--- src/rtl/irq_aggregator.sv ---
// rtl/irq_aggregator.sv - interrupt source aggregator feeding the PC-steering interrupt controller
// Synchronizes, latches, masks and prioritizes sources; presents one request at a time.
module irq_aggregator #(
   parameter int                     NUM_SOURCES      = 4,
   parameter int                     ID_W             = 2,
   parameter logic [10:0]            INTERRUPT_VECTOR = 11'h4,
   parameter logic [1:0]             PC_SAVE          = 2'h3,
   parameter logic [NUM_SOURCES-1:0] MASK_RESET       = '0
) (
   input  logic                   instr_clock,
   input  logic                   reset_n,
   input  logic [NUM_SOURCES-1:0] irq_src,
   input  logic [NUM_SOURCES-1:0] edge_sel,
   input  logic                   mask_we,
   input  logic [NUM_SOURCES-1:0] mask_wdata,
   input  logic [10:0]            pc_out,
   input  logic [1:0]             pc_mux_control,
   output logic                   irq,
   output logic [ID_W-1:0]        irq_id,
   output logic [NUM_SOURCES-1:0] pending,
   output logic [NUM_SOURCES-1:0] mask,
   output logic                   in_service
);

   typedef enum logic [1:0] {
      ST_IDLE    = 2'd0,
      ST_REQUEST = 2'd1,
      ST_SERVICE = 2'd2
   } state_e;

   state_e                 state_q, state_d;
   logic [NUM_SOURCES-1:0] s1_q, s2_q, s2_hist_q;
   logic [NUM_SOURCES-1:0] pending_q, pending_d;
   logic [NUM_SOURCES-1:0] mask_q, mask_d;
   logic [ID_W-1:0]        irq_id_q, irq_id_d;

   logic [NUM_SOURCES-1:0] eligible;
   logic [NUM_SOURCES-1:0] rise;
   logic [NUM_SOURCES-1:0] take_clr;
   logic [NUM_SOURCES-1:0] one_hot_base;
   logic [ID_W-1:0]        winner_id;
   logic                   winner_vld;
   logic                   take;

   assign eligible     = pending_q & mask_q;
   assign rise         = s2_q & ~s2_hist_q;
   assign one_hot_base = {{(NUM_SOURCES-1){1'b0}}, 1'b1};
   assign take         = (state_q == ST_REQUEST) && (pc_out == INTERRUPT_VECTOR);
   assign take_clr     = take ? (one_hot_base << irq_id_q) : '0;

   // Scan from the top down so the lowest eligible index is the last one written.
   always_comb begin
      winner_id  = '0;
      winner_vld = 1'b0;
      for (int i = NUM_SOURCES - 1; i >= 0; i--) begin
         if (eligible[i]) begin
            winner_vld = 1'b1;
            winner_id  = ID_W'(i);
         end
      end
   end

   // Edge sources: a new rising edge beats a coincident take-clear. Level sources follow the line.
   always_comb begin
      pending_d = (edge_sel & ((pending_q & ~take_clr) | rise)) | (~edge_sel & s2_q);
      mask_d    = mask_we ? mask_wdata : mask_q;
   end

   always_comb begin
      state_d  = state_q;
      irq_id_d = irq_id_q;
      case (state_q)
         ST_IDLE: begin
            if (winner_vld) begin
               state_d  = ST_REQUEST;
               irq_id_d = winner_id;
            end
         end
         ST_REQUEST: begin
            if (take) state_d = ST_SERVICE;
         end
         ST_SERVICE: begin
            if (pc_mux_control == PC_SAVE) state_d = ST_IDLE;
         end
         default: state_d = ST_IDLE;
      endcase
   end

   always_ff @(posedge instr_clock or negedge reset_n) begin
      if (!reset_n) begin
         s1_q      <= '0;
         s2_q      <= '0;
         s2_hist_q <= '0;
         pending_q <= '0;
         mask_q    <= MASK_RESET;
         irq_id_q  <= '0;
         state_q   <= ST_IDLE;
      end else begin
         s1_q      <= irq_src;
         s2_q      <= s1_q;
         s2_hist_q <= s2_q;
         pending_q <= pending_d;
         mask_q    <= mask_d;
         irq_id_q  <= irq_id_d;
         state_q   <= state_d;
      end
   end

   assign irq        = (state_q == ST_REQUEST);
   assign in_service = (state_q == ST_SERVICE);
   assign irq_id     = irq_id_q;
   assign pending    = pending_q;
   assign mask       = mask_q;

endmodule

--- config.mk ---
export PLATFORM = sky130hd
export DESIGN_NAME = irq_aggregator
export DESIGN_NICKNAME = d
export VERILOG_FILES = /design/src/rtl/irq_aggregator.sv
export SDC_FILE = /design/constraint.sdc
export NUM_CORES = 1
export LEC_CHECK = 0
export BUFFER_PORTS_ARGS = -buffer_cell sky130_fd_sc_hd__buf_2
export CAP_MARGIN = 10
export CELL_PAD_IN_SITES_DETAIL_PLACEMENT = 0
export CELL_PAD_IN_SITES_GLOBAL_PLACEMENT = 2
export CORE_MARGIN = 3
export CORE_UTILIZATION = 30
export DETAILED_ROUTE_END_ITERATION = 6
export PLACE_DENSITY_LB_ADDON = 0.1
export SLEW_MARGIN = 20
export SYNTH_ARGS = -nofsm -noshare
export SYNTH_HDL_FRONTEND = slang
export SYNTH_SLANG_ARGS = --single-unit
--- constraint.sdc ---
create_clock -name instr_clock -period 1.71 [get_ports instr_clock]
set_input_delay 0.0855 -clock instr_clock [delete_from_list [all_inputs] [get_ports instr_clock]]
set_output_delay 0.0855 -clock instr_clock [all_outputs]
set_load 0.1 [all_outputs]
# After elaboration in Yosys (flattened, before gate mapping)
# Cells that the tools add are included.
dict set report totals {
  wordCells 42
  reg_bits 24
  out_inout_bits 12
}
dict set report op_classes {
  mux 13
  bitwise 10
  eq_ne 7
  shifts 1
  reduce_logical 4
}
# operator count
set ops {}
lappend ops {{AND 4 bit} 5}
lappend ops {{two-way mux 2 bit} 7}
lappend ops {{NOT 4 bit} 3}
lappend ops {{== test 11 x 3 -> 1 bit, second input constant} 1}
lappend ops {{OR 4 bit} 2}
lappend ops {{one-hot mux 2 bit (3 select lines)} 1}
lappend ops {{== test 2 bit, second input constant} 2}
lappend ops {{two-way mux 1 bit} 4}
lappend ops {{two-way mux 4 bit} 1}
lappend ops {{inequality test 2 x 1 -> 1 bit, second input constant} 2}
lappend ops {{<< shifter 1 x 2 -> 4 bit, first input constant} 1}
lappend ops {{AND reduction 3 bit} 1}
lappend ops {{== test 2 x 1 -> 1 bit, second input constant} 1}
lappend ops {{zero test 2 bit} 1}
lappend ops {{inequality test 2 bit, second input constant} 1}
lappend ops {{AND reduction 2 bit} 1}
lappend ops {{logical AND 1 bit} 1}

# Longest topological paths before layout
# Gate-level depths: netlist (run 1).
dict set report logic_depth {
  word_depth 8
  ltp_mapped 4
  depth_no_buf 4
}

# Least setup slack after synthesis (run 1)
# Ideal clock, no wire load.
dict set report synth_timing {
  kind {register -> register}
  from {register state_q[0]}
  to {register state_q[1]}
  stages_incl_launch_ff 4
  arrival_ps 1977
  required_ps 1637
  setup_ps 73
  path_slack_ps -340
  synth_period_minus_slack_ps 2050
  n_path_buf 0
  path_cell_list {dfrtp_1 > nor2b_1 > nand2_1 > nand2_1}
}
# item line_no
set synth_lines {}
lappend synth_lines {{start, declared} 31} ;# state_e state_q, state_d;
lappend synth_lines {{start signal, assigned} 105} ;# state_q <= state_d;
lappend synth_lines {{== test 2 bit *} -}
lappend synth_lines {{via in_service} 22} ;# output logic in_service
lappend synth_lines {{inequality test 2 x 1 -> 1 bit (no line)} -}
lappend synth_lines {{AND reduction 3 bit (no line)} -}
# Mark *: on every way through the listed nets, which the timed path passes. The rest lies on a longest branch.
# A chain may end at the register's enable or synchronous reset.

# Final worst setup path (run 1)
dict set report layout_timing {
  from {register state_q[1]}
  to {output port irq}
}
dict set report layout_via {
  elab_chain_len 1
}
# item line_no
set layout_lines {}
lappend layout_lines {{== test 2 x 1 -> 1 bit} 109} ;# assign irq = (state_q == ST_REQUEST);
lappend layout_lines {{end, declared} 18} ;# output logic irq,
# Every way passes these cells.

==> flow_summary.ini, run 1 <==
[clock_network]
cts_setup_buffers = 0
cts_tree = built
clock_path_buffers = 2
clk_latency_ps = 320
root_buffer = clkbuf_4
numCtsBuffers = 3
htree_levels = 1
clkTransAtPathRegs_ps = 140
cts_sinks = 24
cts_hold_buf = 11
cts-resized-gates = 0

[global_route]
grt_pass1_vias = 740
grt_pass1_wl_um = 3139
antenna_found_initial = 0
grt_max_degree = 25
grtUsageTotal = 0.1162
gr-total-overflow = 0

[sta]
clock_skew_ps = 14.15
setup_violations = 0
setup_tns_ps = 0
max_freq_mhz = 658.1
rsz0062_at_grt = false
slew_headroom = 0.6444
fin_ws_ps = 190.5
post-route-period-util = 0.8886
period_minus_slack_ps = 1520
worst_slew_pin_slew_ps = 533.4
finalHoldViolations = 0
maxSlewViolCount = 0

[synth]
synthAdderAreaFrac = 0
synth_top_area_frac = 0.6657
synth_seq_cells = 24
ys_seq_area_frac = 0.6657
synth_area_um2 = 902.1
synthMuxAreaShare = 0.06241
yosys-top-cells-area = dfrtp_1 67%, nand2_1 7.9%, mux2_2 5.0%
synth_ff_type = dfrtp_1
synth_commonest_cells = 24 x dfrtp_1, 19 x nand2_1, 4 x mux2_2, 4 x o311ai_1, 3 x nor2_1
synth-xor-area-share = 0
ys_async_sr_fraction = 1.000
synth_compound_area_frac = 0.07628
yosys.area_share.simple = 0.1872
synth.most_common_cell = dfrtp_1
yosys_warnings = 0
synth_nets = 97
synth-edff-count = 0
synthCells = 69
synth_top_family_by_area = simple AND/OR/NAND/NOR gates
synth_top_area_cell = dfrtp_1
ys_types = 18
syn_avg_cell_area_um2 = 13.07

[critical_path]
r2r-start = pending[1]
cpLargestDelayFamily = flip-flops
crit_type = flip-flop to output port
slowest_delay_ps = 430
cp-end-kind = output port
crit_path_top_delay_cell = dfrtp_1
timing.rr.end = irq_id[0]
path_max_fanout = 4
crit_chain = and2b_2 -> buf_2
rrSetupSlack_ps = 410
critical_path_required_ps = 1620
worstPathArrival_ps = 1430
cp-start-kind = flip-flop
worst-path-buf-inv = 1
rr_worst_depth = 4

[route]
wl_um = 1919
drc = 0
drt_iter0_markers = 12
drtPass1Iterations = 4
postRouteAntennaNets = 0
avgRoutedWirePerCell_um = 12.46
via_per_inst = 4.552
dr_total_vias = 701

[min_path]
hold_path_class = input port to flip-flop
hold_start = edge_sel[2]
hold_depth = 4
holdPathEnd = pending[2]

[power_and_ir_drop]
powerDensity_nw_per_um2 = 1127
p_leak_uw = 0.0006281
ir_drop_mv = 0.7208

[cells_and_area]
layout-drive-gt1-share = 0.4959
nNetsFinal = 152
areaGrowthSynthToFinish_pct = 43.69
n_antenna_cell = 0

[die]
dieArea_um2 = 3701
dieWidth_um = 60.84
start_util = 0.3216
row_count = 19
ios = 40
coreArea_um2 = 2805
die_y_um = 60.84

[placed_design]
dp_slack_ps = 429.6
place.gp.congestion = 0.7099
dpl.hpwl_um = 1448
port_buffers = 39

[outcome]
outcome = finished clean

[flow_run]
cap_viol_max_count = 0
-- stage by stage --
| step | total power, µW | utilization | instances | instance area, µm² | hold slack, ps |
|---|---|---|---|---|---|
| after floorplan | 1038 | - | 69 | 915.9 | -210.1 |
| after global placement | 1155 | 0.4099 | 139 | 1150 | 95.18 |
| after detailed placement | 1159 | 0.4099 | 139 | 1150 | 102.3 |
| after CTS | 1486 | 0.4621 | 154 | 1296 | 0.6146 |
| after global routing | 1541 | 0.4621 | 154 | 1296 | 17.55 |
| final | 1461 | 0.4621 | 154 | 1296 | 11.76 |
-- worst register-to-register path, cell delays in order (launching register included) --
cell and delay (ps):
dfrtp_2 460, a22oi_1 180, nor3_1 90, nor2_1 140, mux2_1 330
-- worst max-delay path by stage --
stage	depth (start not counted)	end	startpoint	slack (ps)
after floorplan	4	pending[0]	state_q[1]	100
after global routing	2	irq	state_q[1]	130
after CTS	2	irq	state_q[1]	170
after detailed placement	4	irq_id[0]	pending[1]	430
after global placement	4	irq_id[0]	mask[1]	400
final	2	irq	state_q[1]	190
-- flip-flops by register name, summed over array words and instances (netlist names) --
signal and cells:
irq_id 2, mask 4, pending 4, s1_q 4, s2_hist_q 4, s2_q 4, state_q 2
-- where the power goes --
part / switching, µW / internal, µW / leakage (µW)
combinational: 380 / 103 / 0.000334
clock: 169 / 130 / 0.0000210
sequential: 54.6 / 624 / 0.000273
-- cells in the final DEF, fill, tap and decap left out --
cell type | synthesis | routed
and2b_2 | 0 | 1
nor2_1 | 3 | 3
a211oi_2 | 1 | 1
a21oi_1 | 1 | 1
nor3_1 | 2 | 2
nor2b_2 | 0 | 1
dlygate4sd3_1 | 0 | 11
a32oi_1 | 1 | 1
nor4_4 | 1 | 1
clkbuf_4 | 0 | 3
a22oi_1 | 1 | 1
nor4b_4 | 1 | 1
nand4_2 | 1 | 1
dfrtp_2 | 0 | 8
o311ai_1 | 4 | 4
nand2_1 | 19 | 19
mux2_2 | 4 | 4
nand3_1 | 1 | 1
inv_1 | 2 | 2
mux2_1 | 1 | 1
buf_2 | 0 | 39
dfrtp_1 | 24 | 16
clkbuf_8 | 0 | 1
-- kinds of logic after synthesis --
kind of cell | count (synthesis)
muxes | 5
AOI/OAI and AO/OA | 8
DFF | 24
and+or+nand+nor | 30
buffers and inverters | 2
-- area by class of cell --
type / count / area [µm²]
fillers: 273 / 1509
flip-flops and latches: 24 / 610.6
repair buffers: 50 / 305.3
multi-input cells: 43 / 297.8
well taps: 31 / 38.79
clock buffers: 4 / 36.28
inverters: 2 / 7.507
-- layer usage --
metal | vias to the layer above | GRT usage | share of wire
met3 | 2 | 0.04468 | 0.075
met5 | - | 0 | 0
met4 | 0 | 0.03715 | 0.0068
met2 | 27 | 0.1954 | 0.47
met1 | 321 | 0.1366 | 0.44
li1 | 351 | - | -
Power figures use the tool's default switching activity.
==> inputs of run 2 (changes only) <==
--- a/config.mk
+++ b/config.mk
@@ -9,6 +9,7 @@
 export CAP_MARGIN = 10
 export CELL_PAD_IN_SITES_DETAIL_PLACEMENT = 0
 export CELL_PAD_IN_SITES_GLOBAL_PLACEMENT = 2
+export CORE_ASPECT_RATIO = 0.7
 export CORE_MARGIN = 3
 export CORE_UTILIZATION = 30
 export DETAILED_ROUTE_END_ITERATION = 6
==> flow_summary.ini, run 2 (same netlist as run 1, synthesis figures left out) <==
[power_and_ir_drop]
p_comb_frac = 0.310
power.switching_uw = 599.8
power_report.internal_total_uw = 923.7
clkPwrFrac = 0.245
power_frac_seq = 0.445
ir_drop_mv = 0.4630
p_leak_uw = 0.0006108
powerDensity_nw_per_um2 = 1210
switching_share = 0.3937
finalPower_uw = 1524

[sta]
slew_headroom = 0.6604
period_minus_slack_ps = 1423
worst_slew_pin_slew_ps = 509.4
post-route-period-util = 0.8324
maxSlewViolCount = 0
rsz0062_at_grt = false
clock_skew_ps = 3.030
finalHoldViolations = 0
max_freq_mhz = 702.5
setup_violations = 0
setup_tns_ps = 0

[route]
dr_total_vias = 673
via_per_inst = 4.457
drtPass1Iterations = 3
drt_iter0_markers = 26
wl_um = 1848
postRouteAntennaNets = 0
drc = 0
avgRoutedWirePerCell_um = 12.24

[placed_design]
dpl.hpwl_um = 1470
dp.cells = 142
place.gp.congestion = 0.7115
port_buffers = 39

[critical_path]
worstPathArrival_ps = 1340
crit_path_top_delay_cell = buf_2
critical_path_required_ps = 1620
path_max_fanout = 4
cp-end-kind = output port
r2r-start = mask[1]
crit_chain = and2b_2 -> buf_2
crit_type = flip-flop to output port
slowest_delay_ps = 430
cp-start-kind = flip-flop
startpoint = state_q[1]

[global_route]
grt_max_degree = 25
gr-total-overflow = 0
antenna_found_initial = 0
grt_pass1_vias = 681
grtUsageTotal = 0.1131
grt_pass1_wl_um = 3132

[clock_network]
cts_setup_buffers = 0
clk_latency_ps = 260
root_buffer = clkbuf_8
cts_sinks = 24
cts_tree = built
clkTransAtPathRegs_ps = 80
numCtsBuffers = 3
htree_levels = 1
clock_path_buffers = 2

[die]
row_count = 15
ios = 40
die_y_um = 51.88
coreArea_um2 = 2665
start_util = 0.3385
dieWidth_um = 71.54
dieArea_um2 = 3712

[cells_and_area]
n_antenna_cell = 0
utilization = 0.4723
mostFrequentLayoutCells = 39 x buf_2, 19 x nand2_1, 16 x dfrtp_1
areaGrowthSynthToFinish_pct = 39.53
final_cells = 151
nNetsFinal = 146
final_common_cell = buf_2
layout-drive-gt1-share = 0.5214

[min_path]
hold_start = mask_wdata[1]
hold_path_class = input port to flip-flop

[flow_run]
cap_viol_max_count = 0

[outcome]
outcome = finished clean
==> run 2: changes by cell type in the layout (fill, tap and decap cells not counted) <==
cell	delta
clkbuf_8	+3
clkbuf_4	-3
dlygate4sd3_1	-6
==> run 2: repair_timing <==
| item | CTS | global route |
|---|---|---|
| hold endpoints to repair | 28 | 0 |
| hold buffers | 5 | 0 |
| gates resized for setup | 0 | 0 |
==> run 2: power by group through the flow <==
stage | clock network [µW] | logic, µW | registers, µW
after floorplan | 0 | 78.4 | 959
after global placement | 0 | 465 | 691
after detailed placement | 0 | 467 | 692
after CTS | 385 | 477 | 680
after global routing | 407 | 497 | 690
final | 373 | 472 | 678
==> run 2: area by class of cell <==
cell class,instances,area [µm²]
Sequential cell,24,610.6
Timing Repair Buffer,44,245.2
Inverter,2,7.507
Tap cell,34,42.54
Clock buffer,4,55.05
Multi-Input combinational cell,43,297.8
Fill cell,262,1406
==> run 2: worst paths after layout <==
| check | to | slack, ps | cells past startpoint |
|---|---|---|---|
| min in group asynchronous | s2_q[1] | 330 | 2 |
| max in group asynchronous | pending[0] | 1010 | 2 |
| setup / recovery | irq | 290 | 2 |
| hold reg to reg | s2_q[2] | 350 | 0 |
| setup reg to reg | irq_id[0] | 410 | 4 |
| hold / removal | mask[1] | 50 | 2 |
==> run 2: metal layers <==
metal,vias to the layer above,track usage,part of all wire
met4,0,0.04688,0.010
met2,23,0.1799,0.43
met3,2,0.05019,0.094
li1,340,-,-
met1,308,0.1338,0.46
met5,-,0,0
==> run 2: worst max-delay path: cells and delay by family, from the launching register on <==
family        cells  cell delay [ps]
flops             1              410
buf+inv           1              430
simple gates      1              240
==> run 2: metrics by stage <==
step	cell area [µm²]	hold slack, ps	worst slack (ps)
after CTS	1259	46.15	272.9
after global routing	1259	55.26	227.9
final	1259	51.82	286.5
after global placement	1154	89.91	388.4
after floorplan	915.9	-210.1	99.79
after detailed placement	1154	93.58	411.5
==> inputs of run 3 (changes only) <==
--- a/config.mk
+++ b/config.mk
@@ -5,13 +5,14 @@
 export SDC_FILE = /design/constraint.sdc
 export NUM_CORES = 1
 export LEC_CHECK = 0
+export ABC_AREA = 1
 export BUFFER_PORTS_ARGS = -buffer_cell sky130_fd_sc_hd__buf_2
 export CAP_MARGIN = 10
 export CELL_PAD_IN_SITES_DETAIL_PLACEMENT = 0
 export CELL_PAD_IN_SITES_GLOBAL_PLACEMENT = 2
 export CORE_ASPECT_RATIO = 0.7
 export CORE_MARGIN = 3
-export CORE_UTILIZATION = 30
+export CORE_UTILIZATION = 24
 export DETAILED_ROUTE_END_ITERATION = 6
 export PLACE_DENSITY_LB_ADDON = 0.1
 export SLEW_MARGIN = 20
==> constraint.sdc (replaced) <==
create_clock -name instr_clock -period 1.2 [get_ports instr_clock]
set_input_delay 0.06 -clock instr_clock [delete_from_list [all_inputs] [get_ports instr_clock]]
set_output_delay 0.06 -clock instr_clock [all_outputs]
set_load 0.1 [all_outputs]
==> flow_summary.ini, run 3 <==
[synth]
synth_ff_type = dfrtp_1
yosys_warnings = 0
ys_seq_area_frac = 0.6178
synth_top_family_by_area = simple AND/OR/NAND/NOR gates
synth.most_common_cell = nand2_1
ys_types = 13
ys_async_sr_fraction = 1.000
synthAdderAreaFrac = 0
synth_area_um2 = 972.2
synth_compound_area_frac = 0.02317
synth-xor-area-share = 0
synthMuxAreaShare = 0.04633
yosys.area_share.simple = 0.2587
synth_top_area_frac = 0.6178
syn_avg_cell_area_um2 = 9.439
yosys-top-cells-area = dfrtp_1 62%, nand2_1 15%, inv_1 5.0%
synth-edff-count = 0
synth_nets = 131
synth_seq_cells = 24
synth_commonest_cells = 40 x nand2_1, 24 x dfrtp_1, 13 x inv_1
synthCells = 103
synth_top_area_cell = dfrtp_1

[cells_and_area]
layout-drive-gt1-share = 0.4510
mostFrequentLayoutCells = 40 x nand2_1, 27 x buf_2, 12 x inv_1, 12 x dfrtp_1, 11 x buf_12
fillerInstances = 371
areaGrowthSynthToFinish_pct = 62.29
n_antenna_cell = 0
nNetsFinal = 182
final_common_cell = nand2_1
final_cells = 203

[placed_design]
dp.cells = 192
dpl.hpwl_um = 1598
place.gp.congestion = 0.7440
port_buffers = 39

[clock_network]
clock_path_buffers = 2
cts_sinks = 24
root_buffer = clkbuf_8
cts_tree = built
clk_latency_ps = 260
clkTransAtPathRegs_ps = 90
htree_levels = 1
numCtsBuffers = 3

[die]
start_util = 0.2632
ios = 40
coreArea_um2 = 3694
dieArea_um2 = 4863
row_count = 18
die_y_um = 59.25
dieWidth_um = 82.07

[critical_path]
r2r-start = mask[2]
worstPathArrival_ps = 1040
crit_end = in_service
critical_path_required_ps = 1140
crit_type = flip-flop to output port
timing.rr.end = irq_id[0]
cp-start-kind = flip-flop
startpoint = state_q[1]
rrSetupSlack_ps = 130
rr_worst_depth = 5
cp-end-kind = output port
path_max_fanout = 3

[route]
drt_iter0_markers = 29
postRouteAntennaNets = 0
drc = 0
dr_total_vias = 792
avgRoutedWirePerCell_um = 10.14
via_per_inst = 3.901
wl_um = 2059
drtPass1Iterations = 3

[global_route]
gr-total-overflow = 0
grt_pass1_wl_um = 3477
grt_pass1_vias = 776
antenna_found_initial = 0
grt_max_degree = 25
grtUsageTotal = 0.09547

[sta]
slew_headroom = 0.6426
max_freq_mhz = 910.9
worst_slew_pin_slew_ps = 536.1
maxSlewViolCount = 0
period_minus_slack_ps = 1098
post-route-period-util = 0.9148
setup_violations = 0
rsz0062_at_grt = false
finalHoldViolations = 0
clock_skew_ps = 4.545

[min_path]
hold_start = mask_wdata[1]
hold_path_class = input port to flip-flop

[power_and_ir_drop]
p_leak_uw = 0.0007842
finalPower_uw = 2606
powerDensity_nw_per_um2 = 1652
ir_drop_mv = 0.9038

[flow_run]
cap_viol_max_count = 0

[outcome]
outcome = finished clean
## run 3: worst min-delay path by stage
| stage | to | slack [ps] | depth (start not counted) |
|---|---|---|---|
| after floorplan | irq_id[0] | -240 | 0 |
| after global placement | s2_hist_q[2] | 80 | 1 |
| after detailed placement | s2_q[2] | 80 | 1 |
| after CTS | mask[1] | 10 | 2 |
| after global routing | mask[3] | 9 | 2 |
| final | mask[1] | 20 | 2 |
## run 3: worst max-delay path, stage by stage (launching register included)
cell and delay (ps):
dfrtp_2 410, inv_1 80, nor2_4 110, buf_12 180
## run 3: cells by family (layout without fill, tap and decap cells)
| kind of cell | after synthesis | after routing |
|---|---|---|
| DFF | 24 | 24 |
| and+or+nand+nor | 57 | 57 |
| AOI/OAI and AO/OA | 4 | 4 |
| muxes | 4 | 4 |
| buffers and inverters | 14 | 64 |
## run 3: power by group
part           internal (µW)  switching, µW  total, µW
registers                906            111       1020
clock network            446            254        699
logic                    326            564        889
## run 3: timing repair
action,4_1_cts,5_1_grt
endpoints found under the hold margin,28,0
gates resized for setup,1,2
hold buffers,5,0
setup endpoints to repair,1,2
buffers inserted,2,0
pin swaps,1,0
## run 3: through the flow
| step | area [µm²] | hold slack (ps) | worst slack, ps | setup TNS (ps) | utilization |
|---|---|---|---|---|---|
| after floorplan | 1013 | -235.6 | -209.8 | -989.6 | - |
| after global placement | 1436 | 75.01 | 144.3 | 0 | 0.3889 |
| after detailed placement | 1436 | 75.21 | 85.85 | 0 | 0.3889 |
| after CTS | 1574 | 9.934 | 31.05 | 0 | 0.4262 |
| after global routing | 1578 | 8.908 | 25.82 | 0 | 0.4272 |
| final | 1578 | 20.38 | 102.2 | 0 | 0.4272 |
## run 3: area by class of cell
type	count	area [µm²]	area share
clock buffer	3	41.29	0.02617
sequential	24	633.1	0.4013
clock inverter	1	30.03	0.01903
multi-input combinational	65	330.3	0.2094
timing repair buffer	46	427.9	0.2712
tap	50	62.56	0.03965
inverter	14	52.55	0.03331
## run 3: routing by layer
layer	up-vias	global-route usage	routed length [µm]
met5	-	0	0
met4	0	0.02844	17
met3	2	0.03495	154
met2	24	0.1427	897
met1	354	0.1294	989
li1	412	-	-
